`src/rtl/lsu_pkg.sv`:
```
// ============================================================================
// lsu_pkg : func3 codes, LSU state encoding and lane-mask helpers
// Revision: 1.0
// ============================================================================
`default_nettype none

package lsu_pkg;

  localparam logic [2:0] F3_B  = 3'b000;
  localparam logic [2:0] F3_H  = 3'b001;
  localparam logic [2:0] F3_W  = 3'b010;
  localparam logic [2:0] F3_BU = 3'b100;
  localparam logic [2:0] F3_HU = 3'b101;

  typedef enum logic [2:0] {
    S_IDLE   = 3'd0,
    S_ISSUE0 = 3'd1,
    S_WAIT0  = 3'd2,
    S_ISSUE1 = 3'd3,
    S_WAIT1  = 3'd4,
    S_RESP   = 3'd5
  } lsu_state_t;

  // Unshifted byte-lane mask for an access of the given width code.
  function automatic logic [3:0] size_mask(input logic [2:0] f3);
    case (f3)
      F3_B, F3_BU: size_mask = 4'b0001;
      F3_H, F3_HU: size_mask = 4'b0011;
      default:     size_mask = 4'b1111;
    endcase
  endfunction

  function automatic logic f3_legal(input logic we, input logic [2:0] f3);
    case (f3)
      F3_B, F3_H, F3_W: f3_legal = 1'b1;
      F3_BU, F3_HU:     f3_legal = ~we;
      default:          f3_legal = 1'b0;
    endcase
  endfunction

  function automatic logic crosses_word(input logic [1:0] off, input logic [2:0] f3);
    logic [7:0] m;
    m = {4'b0000, size_mask(f3)} << off;
    crosses_word = |m[7:4];
  endfunction

endpackage

`default_nettype wire

```
`src/rtl/lsu_align.sv`:
```
// ============================================================================
// lsu_align : store lane mask/shift and load extract/extend (combinational)
// Revision: 1.0
// ============================================================================
`default_nettype none

module lsu_align
  import lsu_pkg::*;
#(
  parameter int N = 32
) (
  input  logic [1:0]   off_i,
  input  logic [2:0]   func3_i,
  input  logic         beat1_i,
  input  logic [N-1:0] wdata_i,
  input  logic [N-1:0] rdata_lo_i,
  input  logic [N-1:0] rdata_hi_i,
  output logic [3:0]   wsel_o,
  output logic [N-1:0] wdata_o,
  output logic [N-1:0] rdata_o
);

  logic [7:0]     w_mask8;
  logic [5:0]     w_sh0;
  logic [5:0]     w_sh1;
  logic [2*N-1:0] w_rd_cat;
  logic [N-1:0]   w_rd_sh;

  always_comb begin
    w_mask8  = {4'b0000, size_mask(func3_i)} << off_i;
    w_sh0    = {1'b0, off_i, 3'b000};
    w_sh1    = 6'd32 - w_sh0;
    // Second beat carries the bytes that spilled past the word boundary.
    if (beat1_i) begin
      wsel_o  = w_mask8[7:4];
      wdata_o = wdata_i >> w_sh1;
    end else begin
      wsel_o  = w_mask8[3:0];
      wdata_o = wdata_i << w_sh0;
    end
    w_rd_cat = {rdata_hi_i, rdata_lo_i} >> w_sh0;
    w_rd_sh  = w_rd_cat[N-1:0];
    case (func3_i)
      F3_B:    rdata_o = {{(N-8){w_rd_sh[7]}}, w_rd_sh[7:0]};
      F3_H:    rdata_o = {{(N-16){w_rd_sh[15]}}, w_rd_sh[15:0]};
      F3_BU:   rdata_o = {{(N-8){1'b0}}, w_rd_sh[7:0]};
      F3_HU:   rdata_o = {{(N-16){1'b0}}, w_rd_sh[15:0]};
      default: rdata_o = w_rd_sh;
    endcase
  end

endmodule

`default_nettype wire

```
`src/rtl/lsu_ctrl.sv`:
```
// ============================================================================
// lsu_ctrl : single-outstanding RV32 load/store initiator (req/gnt/rvalid)
// Build option LSU_MISALIGN_EN: split word-crossing accesses into two beats.
// Revision: 1.0
// ============================================================================
`default_nettype none

module lsu_ctrl
  import lsu_pkg::*;
#(
  parameter int N  = 32,
  parameter int AW = 30
) (
  input  logic          clk,
  input  logic          reset,
  input  logic          req_valid,
  output logic          req_ready,
  input  logic          req_we,
  input  logic [N-1:0]  req_addr,
  input  logic [N-1:0]  req_wdata,
  input  logic [2:0]    req_func3,
  output logic          rsp_valid,
  output logic [N-1:0]  rsp_rdata,
  output logic          rsp_fault,
  output logic          mem_req,
  input  logic          mem_gnt,
  output logic          mem_we,
  output logic [AW-1:0] mem_waddr,
  output logic [3:0]    mem_wsel,
  output logic [N-1:0]  mem_wdata,
  input  logic          mem_rvalid,
  input  logic [N-1:0]  mem_rdata
);

  lsu_state_t   state_q, state_d;
  logic [N-1:0] addr_q, wdata_q, rlo_q, rhi_q;
  logic [2:0]   f3_q;
  logic         we_q, fault_q;

  logic         w_new_fault, w_issue, w_beat1;
  logic [3:0]   w_wsel;
  logic [N-1:0] w_wdata, w_rdata;

`ifdef LSU_MISALIGN_EN
  logic w_cross_q;
  assign w_cross_q   = crosses_word(addr_q[1:0], f3_q);
  assign w_new_fault = ~f3_legal(req_we, req_func3);
`else
  // Without split support a word-crossing access is rejected before any beat.
  assign w_new_fault = ~f3_legal(req_we, req_func3) | crosses_word(req_addr[1:0], req_func3);
`endif

  always_ff @(posedge clk) begin
    if (reset) begin
      state_q <= S_IDLE;
      addr_q  <= '0;
      wdata_q <= '0;
      rlo_q   <= '0;
      rhi_q   <= '0;
      f3_q    <= '0;
      we_q    <= 1'b0;
      fault_q <= 1'b0;
    end else begin
      state_q <= state_d;
      if (state_q == S_IDLE && req_valid) begin
        addr_q  <= req_addr;
        wdata_q <= req_wdata;
        f3_q    <= req_func3;
        we_q    <= req_we;
        fault_q <= w_new_fault;
      end
      if (state_q == S_WAIT0 && mem_rvalid) rlo_q <= mem_rdata;
      if (state_q == S_WAIT1 && mem_rvalid) rhi_q <= mem_rdata;
    end
  end

  always_comb begin
    state_d = state_q;
    case (state_q)
      S_IDLE:   if (req_valid) state_d = w_new_fault ? S_RESP : S_ISSUE0;
      S_ISSUE0: if (mem_gnt) state_d = S_WAIT0;
`ifdef LSU_MISALIGN_EN
      S_WAIT0:  if (mem_rvalid) state_d = w_cross_q ? S_ISSUE1 : S_RESP;
`else
      S_WAIT0:  if (mem_rvalid) state_d = S_RESP;
`endif
      S_ISSUE1: if (mem_gnt) state_d = S_WAIT1;
      S_WAIT1:  if (mem_rvalid) state_d = S_RESP;
      S_RESP:   state_d = S_IDLE;
      default:  state_d = S_IDLE;
    endcase
  end

  lsu_align #(.N(N)) u_align (
    .off_i      (addr_q[1:0]),
    .func3_i    (f3_q),
    .beat1_i    (w_beat1),
    .wdata_i    (wdata_q),
    .rdata_lo_i (rlo_q),
    .rdata_hi_i (rhi_q),
    .wsel_o     (w_wsel),
    .wdata_o    (w_wdata),
    .rdata_o    (w_rdata)
  );

  // Memory-side outputs are zero except while a beat is being offered.
  always_comb begin
    w_issue   = (state_q == S_ISSUE0) || (state_q == S_ISSUE1);
    w_beat1   = (state_q == S_ISSUE1);
    req_ready = (state_q == S_IDLE);
    rsp_valid = (state_q == S_RESP);
    rsp_fault = (state_q == S_RESP) && fault_q;
    rsp_rdata = (state_q == S_RESP && !we_q && !fault_q) ? w_rdata : '0;
    mem_req   = w_issue;
    mem_we    = w_issue && we_q;
    mem_waddr = w_issue ? (addr_q[N-1:2] + {{(AW-1){1'b0}}, w_beat1}) : '0;
    mem_wsel  = (w_issue && we_q) ? w_wsel : 4'b0000;
    mem_wdata = (w_issue && we_q) ? w_wdata : '0;
  end

endmodule

`default_nettype wire

```
`config.mk`:
```
export PLATFORM = sky130hd
export DESIGN_NAME = lsu_ctrl
export DESIGN_NICKNAME = d
export VERILOG_FILES = /design/src/rtl/lsu_pkg.sv /design/src/rtl/lsu_align.sv /design/src/rtl/lsu_ctrl.sv
export SDC_FILE = /design/constraint.sdc
export NUM_CORES = 1
export LEC_CHECK = 0
export ABC_AREA = 0
export CAP_MARGIN = 20
export CELL_PAD_IN_SITES_DETAIL_PLACEMENT = 1
export CELL_PAD_IN_SITES_GLOBAL_PLACEMENT = 1
export CORE_UTILIZATION = 30
export DETAILED_ROUTE_END_ITERATION = 12
export MAX_ROUTING_LAYER = met4
export PLACE_DENSITY_LB_ADDON = 0.15
export SLEW_MARGIN = 20
export SYNTH_ARGS = -nofsm -noshare
export SYNTH_HDL_FRONTEND = slang
export SYNTH_HIERARCHICAL = 1
export SYNTH_SLANG_ARGS = --single-unit
```
`constraint.sdc`:
```
create_clock -name clk -period 6.58 [get_ports clk]
set_input_delay 0.658 -clock clk [delete_from_list [all_inputs] [get_ports clk]]
set_output_delay 0.658 -clock clk [all_outputs]
set_load 0.005 [all_outputs]
```
==> results.json <==
{
  "io_buffers": 207,
  "drc_errors": 16,
  "grt_pass1_wl_mm": 49.0,
  "p_sw_mw": 0.735,
  "worst_pin_slew_ns": 0.934,
  "slew_violations": 0,
  "crit_type": "reg -> out",
  "pwr-share-seq": 0.404,
  "crit_slowest_cell": "and2_1",
  "routed_wl_mm": 31.3,
  "grt_usage": 0.230,
  "drt_iter0_markers": 612,
  "hold_path.class": "reg -> reg",
  "start_util": 0.309,
  "cts_tree": "built",
  "row_count": 59,
  "fin_cells": 1577,
  "vias": 8652,
  "yosysWarningCount": 6,
  "chipHeight_um": 166,
  "rsz0062_at_grt": "false",
  "htree_levels": 4,
  "via_per_inst": 5.49,
  "timing.fmax_mhz": 194,
  "p_int_mw": 1.50,
  "path_max_fanout": 41,
  "clockBufferDepth": 2,
  "setup_tns_ns": 0,
  "gp_congestion": 0.870,
  "grt_pass1_vias": 8527,
  "crit_arrival_ns": 4.50,
  "status": "finished with violations",
  "antennaDiodeCount": 0,
  "setup_viol": 0,
  "cp.required_ns": 5.92,
  "clk-insertion-delay-late_ns": 0.44,
  "crit_buf_inv": 3,
  "nets": 1337,
  "period_needed_ns": 5.16,
  "root_buffer": "clkbuf_16",
  "crit_path_end_kind": "output pin",
  "critPathMostFrequentCell": "ha_1",
  "post-cts-setup-buffers": 0,
  "syn_inst": 1090,
  "sw_frac_of_total": 0.329,
  "slowest_delay_ns": 0.61,
  "numCtsBuffers": 17,
  "areaGrowthSynthToFinish_pct": 33.9,
  "violations": "DRC",
  "ir_drop_v": 0.000151,
  "hold_viol": 0,
  "antenna_left": 0,
  "holdWs_ns": 0.453,
  "power.leakage_nw": 3.69,
  "cp_top_family": "simple AND/OR/NAND/NOR gates",
  "fin_skew_ns": 0.0216,
  "wl_per_cell_um": 19.9,
  "maxSlewHeadroom": 0.377,
  "coreArea_um2": 26300,
  "grt-ovfl-total": 0,
  "comb_power_share": 0.185,
  "fp.dieW_um": 166,
  "hold_buffers": 0,
  "postCtsResizedCells": 0,
  "die_area_um2": 27700,
  "grt_max_degree": 84,
  "power_density_nw_per_um2": 205,
  "min_period_over_period": 0.785,
  "synth.avg_cell_area_um2": 7.45,
  "drv_cap": 0,
  "clk_pin_slew_ns": 0.06,
  "cts_sinks": 128,
  "grt_antenna_before_repair": 0,
  "syn_nets": 1198,
  "cp_cell_sequence": "nand2b_1 -> inv_1 -> buf_4 -> and2_1 -> ha_1 -> ha_1 -> and3_1 -> nand4_1 -> or4_1 -> a21oi_1 -> clkdlybuf4s50_1",
  "dp.cells": 1543,
  "dp_hpwl_mm": 21.3,
  "synth_area_um2": 8120,
  "clkPwrFrac": 0.411,
  "final_layout_size_suffix_gt1_frac": 0.0853,
  "start_kind": "register",
  "num_io_pins": 208,
  "dr.pass1.iters": 10
}
==> through the flow <==
stage	power (mW)	util	setup WS [ns]	instance area [um^2]
floorplan	1.14	-	3.21	8120
global placement	1.32	0.392	1.98	10300
detailed placement	1.33	0.392	1.88	10300
CTS	2.25	0.413	1.39	10800
global route	2.34	0.414	1.07	10900
finish	2.23	0.414	1.42	10900
==> cells in the final DEF, fill, tap and decap left out, types with 9 or more instances in the layout <==
master	instances
and3_1	45
a22oi_1	14
and2_1	37
clkdlybuf4s50_1	206
dfxtp_1	125
mux4_2	30
mux2_2	9
a21oi_1	152
nor2b_1	9
inv_1	13
o211ai_1	13
buf_4	19
o21ai_0	47
nor2_1	19
clkbuf_16	17
a31oi_1	12
a221oi_1	12
nor3_1	9
nand2_1	295
nand3_1	18
nand4_1	11
==> worst paths after layout <==
check,start,endpoint,slack (ns),cells after the start
max,state_q[0],mem_waddr[18],1.42,11
min,rhi_q[16],rhi_q[16],0.45,2
max reg2reg,state_q[1],wdata_q[17],4.14,5
min reg2reg,rhi_q[16],rhi_q[16],0.45,2
==> area by class of cell <==
cell class	instances	area (um^2)
repair buffers	225	2200
clock inverters	14	123
clock buffers	18	429
well taps	335	419
inverters	13	48.8
fillers	3180	15400
flip-flops and latches	128	2570
multi-input cells	844	5080
==> power groups by stage <==
stage | registers [mW] | clock network (mW) | logic [mW]
final | 0.901 | 0.918 | 0.413
after global routing | 0.908 | 0.972 | 0.455
after CTS | 0.899 | 0.940 | 0.416
after detailed placement | 0.916 | 0 | 0.414
after global placement | 0.914 | 0 | 0.407
after floorplan | 0.873 | 0 | 0.271
==> metal layers <==
metal  track usage  routed length (um)  part of all wire
met5             -                   0                 0
met4        0.0680                 439             0.014
met3        0.0326                1560             0.050
met2         0.363               14700              0.47
met1         0.306               14700              0.47
==> worst min-delay path, stage by stage, from the launching register on <==
cell and delay [ns]:
dfxtp_1 0.31, nand2_1 0.05, a21oi_1 0.05
==> state kept, by name, summed over array words and instances (netlist names) <==
signal,cells
addr_q,32
rlo_q,32
wdata_q,32
rhi_q,24
f3_q,3
state_q,3
fault_q,1
we_q,1
(Power assumes the default switching activity.)
